## config.mk

```make
export PLATFORM = sky130hd
export DESIGN_NAME = max7219_rx
export DESIGN_NICKNAME = d
export VERILOG_FILES = /design/src/rtl/max7219_rx.sv
export SDC_FILE = /design/constraint.sdc
export NUM_CORES = 1
export LEC_CHECK = 0
export CAP_MARGIN = 20
export CORE_UTILIZATION = 41
export DETAILED_ROUTE_END_ITERATION = 10
export PLACE_DENSITY = 0.67
export SETUP_SLACK_MARGIN = 0.4
export SLEW_MARGIN = 20
export SYNTH_ARGS = -nofsm -noshare
export SYNTH_HDL_FRONTEND = slang
export SYNTH_SLANG_ARGS = --single-unit
export TNS_END_PERCENT = 50
```

## constraint.sdc

```tcl
create_clock -name clk -period 2.5 [get_ports clk]
set_clock_uncertainty 0.05 [all_clocks]
set_input_delay 0.5 -clock clk [delete_from_list [all_inputs] [get_ports clk]]
set_output_delay 0.5 -clock clk [all_outputs]
set_load 0.03 [all_outputs]
```

## src/rtl/max7219_rx.sv

```systemverilog
// Frame receiver and register-file model for a chain of SIZE cascaded MAX7219 devices.
// Captures 16*SIZE bits per cs-low frame and commits one address/data word per device on cs rising.
module max7219_rx #(
  parameter int SIZE = 2
) (
  input  logic                clk,
  input  logic                reset_n,
  input  logic                mosi,
  input  logic                cs,
  output logic                frame_valid,
  output logic                frame_error,
  output logic [8*SIZE-1:0]   rx_address,
  output logic [8*SIZE-1:0]   rx_data,
  output logic [64*SIZE-1:0]  display,
  output logic [8*SIZE-1:0]   decode_mode,
  output logic [4*SIZE-1:0]   intensity,
  output logic [3*SIZE-1:0]   scan_limit,
  output logic [SIZE-1:0]     normal_op,
  output logic [SIZE-1:0]     display_test
);

  localparam int NBITS = 16 * SIZE;
  localparam int CW    = $clog2(NBITS + 2);

  typedef enum logic [0:0] {IDLE = 1'b0, SHIFT = 1'b1} state_e;

  state_e               state_q, state_d;
  logic [NBITS-1:0]     shift_q, shift_d;
  logic [CW-1:0]        count_q, count_d;
  logic                 frame_valid_q, frame_valid_d;
  logic                 frame_error_q, frame_error_d;
  logic [8*SIZE-1:0]    rx_address_q, rx_address_d;
  logic [8*SIZE-1:0]    rx_data_q, rx_data_d;
  logic [64*SIZE-1:0]   display_q, display_d;
  logic [8*SIZE-1:0]    decode_mode_q, decode_mode_d;
  logic [4*SIZE-1:0]    intensity_q, intensity_d;
  logic [3*SIZE-1:0]    scan_limit_q, scan_limit_d;
  logic [SIZE-1:0]      normal_op_q, normal_op_d;
  logic [SIZE-1:0]      display_test_q, display_test_d;

  always_comb begin : p_next
    logic       commit;
    logic [7:0] addr;
    logic [7:0] data;
    state_d        = state_q;
    shift_d        = shift_q;
    count_d        = count_q;
    frame_valid_d  = 1'b0;
    frame_error_d  = 1'b0;
    rx_address_d   = rx_address_q;
    rx_data_d      = rx_data_q;
    display_d      = display_q;
    decode_mode_d  = decode_mode_q;
    intensity_d    = intensity_q;
    scan_limit_d   = scan_limit_q;
    normal_op_d    = normal_op_q;
    display_test_d = display_test_q;
    commit         = 1'b0;
    addr           = 8'h00;
    data           = 8'h00;

    case (state_q)
      IDLE: begin
        if (!cs) begin
          shift_d = {shift_q[NBITS-2:0], mosi};
          count_d = CW'(1);
          state_d = SHIFT;
        end else begin
          state_d = IDLE;
        end
      end
      SHIFT: begin
        if (!cs) begin
          shift_d = {shift_q[NBITS-2:0], mosi};
          // Saturating one past a full frame is enough to flag an overlong frame.
          if (count_q != CW'(NBITS + 1)) begin
            count_d = count_q + CW'(1);
          end else begin
            count_d = count_q;
          end
        end else begin
          state_d = IDLE;
          count_d = '0;
          if (count_q == CW'(NBITS)) begin
            commit        = 1'b1;
            frame_valid_d = 1'b1;
          end else begin
            frame_error_d = 1'b1;
          end
        end
      end
      default: begin
        state_d = IDLE;
        count_d = '0;
      end
    endcase

    if (commit) begin
      rx_address_d = '0;
      rx_data_d    = '0;
      for (int k = 0; k < SIZE; k++) begin
        addr = shift_q[16*k+15 -: 8];
        data = shift_q[16*k+7 -: 8];
        rx_address_d[8*k+7 -: 8] = addr;
        rx_data_d[8*k+7 -: 8]    = data;
        for (int d = 0; d < 8; d++) begin
          if (addr[3:0] == 4'(d + 1)) begin
            display_d[64*k+8*d +: 8] = data;
          end else begin
            display_d[64*k+8*d +: 8] = display_d[64*k+8*d +: 8];
          end
        end
        // Digit and no-op addresses fall to the default arm.
        case (addr[3:0])
          4'h9:    decode_mode_d[8*k +: 8]  = data;
          4'hA:    intensity_d[4*k +: 4]    = data[3:0];
          4'hB:    scan_limit_d[3*k +: 3]   = data[2:0];
          4'hC:    normal_op_d[k]           = data[0];
          4'hF:    display_test_d[k]        = data[0];
          default: ;
        endcase
      end
    end else begin
      commit = 1'b0;
    end
  end

  // State, shift register and register file.
  always_ff @(posedge clk or negedge reset_n) begin
    if (!reset_n) begin
      state_q        <= IDLE;
      shift_q        <= '0;
      count_q        <= '0;
      frame_valid_q  <= 1'b0;
      frame_error_q  <= 1'b0;
      rx_address_q   <= '0;
      rx_data_q      <= '0;
      display_q      <= '0;
      decode_mode_q  <= '0;
      intensity_q    <= '0;
      scan_limit_q   <= '0;
      normal_op_q    <= '0;
      display_test_q <= '0;
    end else begin
      state_q        <= state_d;
      shift_q        <= shift_d;
      count_q        <= count_d;
      frame_valid_q  <= frame_valid_d;
      frame_error_q  <= frame_error_d;
      rx_address_q   <= rx_address_d;
      rx_data_q      <= rx_data_d;
      display_q      <= display_d;
      decode_mode_q  <= decode_mode_d;
      intensity_q    <= intensity_d;
      scan_limit_q   <= scan_limit_d;
      normal_op_q    <= normal_op_d;
      display_test_q <= display_test_d;
    end
  end

  assign frame_valid  = frame_valid_q;
  assign frame_error  = frame_error_q;
  assign rx_address   = rx_address_q;
  assign rx_data      = rx_data_q;
  assign display      = display_q;
  assign decode_mode  = decode_mode_q;
  assign intensity    = intensity_q;
  assign scan_limit   = scan_limit_q;
  assign normal_op    = normal_op_q;
  assign display_test = display_test_q;

endmodule

```

==> flow_summary.yaml <==
floorplanning:
  dieWidth_um: 152.5
  die_h_um: 152.5
  coreArea_mm2: 0.02203
  start_util: 0.4218
  die_area_mm2: 0.02327
  rows: 54
  pin_count: 200
yosys:
  ys_top_cells_by_area: "dfrtp_1, mux2_2, nand4_2, clkbuf_1, nor2b_1"
  yosysUniqueCellTypes: 36
  synth-seq-cells: 235
  yosysSeqAreaShare: 0.6329
  synth-warning-count: 0
  synth_top_area_share: 0.6329
  synth-main-ff-cell: "dfrtp_1"
  syn_area_mm2: 0.009291
  syn_inst: 589
  synthAdderAreaFrac: 0.004040
  synth_area_per_cell_um2: 15.77
  synth_xor_area_frac: 0.0009426
  synth_compound_area_frac: 0.006464
  syn_nets: 596
  yosysTopAreaCell: "dfrtp_1"
  synth_edf_count: 0
  synth_top_family_by_area: "multiplexers"
  synthMuxAreaShare: 0.2739
  synthSimpleGateAreaFrac: 0.06087
  synthArstFlopShare: 1.000
timing:
  fin_tns_setup_ps: 0
  fmax_mhz: 474.6
  post-route-min-period_ps: 2107
  setup_violations: 0
  hold_violations: 0
  rsz0062_at_grt: "yes"
  max_slew_margin: 0.5671
  fin_ws_ps: 393.1
  report.final.slew_viol_count: 0
  period_share: 0.8428
  worstMarginPinSlew_ps: 649.3
worst_setup_path:
  crit_fanout: 2
  setup.worst_path.start_class: "flop"
  path_cells: "clkdlybuf4s50_1"
  path_buf_inv: 1
  worst_ep_arrival_time_ps: 1560
  crit_family: "buffers and inverters"
  slowest_stage: "clkdlybuf4s50_1"
  rr_startpoint: "count_q[0]"
  r2r_cells: 6
  worstSetupEndpointType: "primary output"
  rrSetupSlack_ps: 390
  max_stage_delay_ps: 680
  cp_data_required_time_ps: 1950
  crit_type: "reg2out"
  r2r-end: "display[109]"
global_route:
  grt_pass1_vias: 6138
  grt_first_pass_wirelength_mm: 35.98
  antenna_found_initial: 0
  grt_max_degree: 63
  grt_usage: 0.1966
  grt.overflow.total: 0
outcome:
  violations: "DRC"
  status: "complete, but fails checks"
routing:
  wl_mm: 22.46
  wire_per_inst_um: 20.70
  viasPerCell: 5.181
  vias: 5621
  ant_nets: 0
  drt-pass1-iter-count: 10
  drtIter0Drc: 285
  route.detailed.drc: 16
placement:
  dp_hpwl_mm: 15.41
  preCtsSetupSlack_ps: 269.2
  gp_congestion: 0.7920
  io_buffers: 199
clock_network:
  clkSlewWorstSetupHoldPaths_ps: 60
  cts_buffers: 25
  cts_tree: "built"
  cts_root_buffer: "clkbuf_16"
  clock_latency_ps: 500
  clkSinkCount: 235
  htreeDepth: 1
  clockBufferDepth: 3
layout:
  finish.utilization: 0.5666
  antenna-diode-count: 0
  layout-drive-gt1-share: 0.3677
  syn_to_final_growth_pct: 34.33
  nets: 795
  mostFrequentLayoutCells: "dfrtp_1, mux2_2, clkdlybuf4s50_1, dlymetal6s2s_1, dlygate4sd2_1"
  fillers: 1759
  final_common_cell: "dfrtp_1"
pwr:
  p_leak_nw: 7.025
  max-vdd-ir-drop_uv: 443.9
  cellPowerDensity_mw_per_mm2: 702.0
  total_power_w: 0.008761
min_path:
  min_from: "cs"
  hold_path_depth: 3
  min-delay-path-class: "in2reg"
  min_to: "state_q"
run:
  maxCapViolCount: 0
## cell type report
cell class	instances	area (um2)	area share
repair buffers	209	2187	0.1752
clock inverters	6	55.05	0.004411
well taps	280	350.3	0.02807
clock buffers	38	754.5	0.06045
inverters	6	22.52	0.001805
multi-input cells	311	3231	0.2588
flip-flops and latches	235	5881	0.4712
## synthesized netlist by cell type, types with 4 or more instances
cell type	number
mux2_2	225
inv_1	6
nand4_1	7
and3_1	4
and4_1	6
dfrtp_1	235
clkbuf_1	23
nand2_1	6
nand4_2	15
a21oi_1	4
nor2b_1	9
buf_2	7
## routing by layer
layer  vias to the layer above  part of all wire  global-route usage  wire, um
li1                       2505                 -                   -         -
met1                      2886              0.41              0.2478      9253
met2                       197              0.48              0.3305     10890
met3                        33             0.088             0.06257      1967
met4                         0             0.015             0.04521       348
met5                         -                 0                   0         0
## sequential cells by signal (all words and copies together), names as in the netlist, 6 cells and up
| register | count |
|---|---|
| display | 128 |
| shift_q | 32 |
| decode_mode | 16 |
| rx_address | 16 |
| rx_data | 16 |
| intensity | 8 |
| count_q | 6 |
| scan_limit | 6 |
## cell families (layout without fill, tap and decap cells)
group,count (synthesis),in the layout
AO/OA/AOI/OAI,10,10
adder cells (fa/ha/maj),3,3
AND/OR/NAND/NOR,71,71
buffers and inverters,43,259
flip-flops,235,235
multiplexers,226,226
XOR/XNOR,1,1
## stage by stage
step           instances  hold slack, ps  cell area, um2
2_1_floorplan        589           154.4            9291
5_1_grt             1085           417.6           12480
3_3_place_gp        1040           426.9           11580
6_report            1085           404.1           12480
3_5_place_dp        1040           433.1           11580
4_1_cts             1085           385.4           12360
## where the power goes
group	internal (W)	switching (W)	leakage [nW]
clock	0.00217	0.00142	0.405
combinational	0.000283	0.000296	3.39
sequential	0.00401	0.000591	3.23
## repair_timing
item                       4_1_cts  5_1_grt
pin swaps                        0        2
hold buffers                     1        0
setup endpoints to repair      202      277
gates resized for setup         40       47
buffers inserted                 0        0
hold endpoints to repair        58        0
## worst max path at each step
stage / startpoint / end / slack [ps] / depth (start not counted)
after global placement: count_q[0] / decode_mode[3] / 390 / 6
after detailed placement: count_q[0] / decode_mode[5] / 270 / 6
after global routing: count_q[0] / display[109] / 310 / 6
after CTS: count_q[0] / rx_data[6] / 300 / 6
final: display[38] / display[38] / 390 / 1
after floorplan: count_q[0] / display[104] / 640 / 7
No activity file was read; power rests on OpenSTA's default activity.
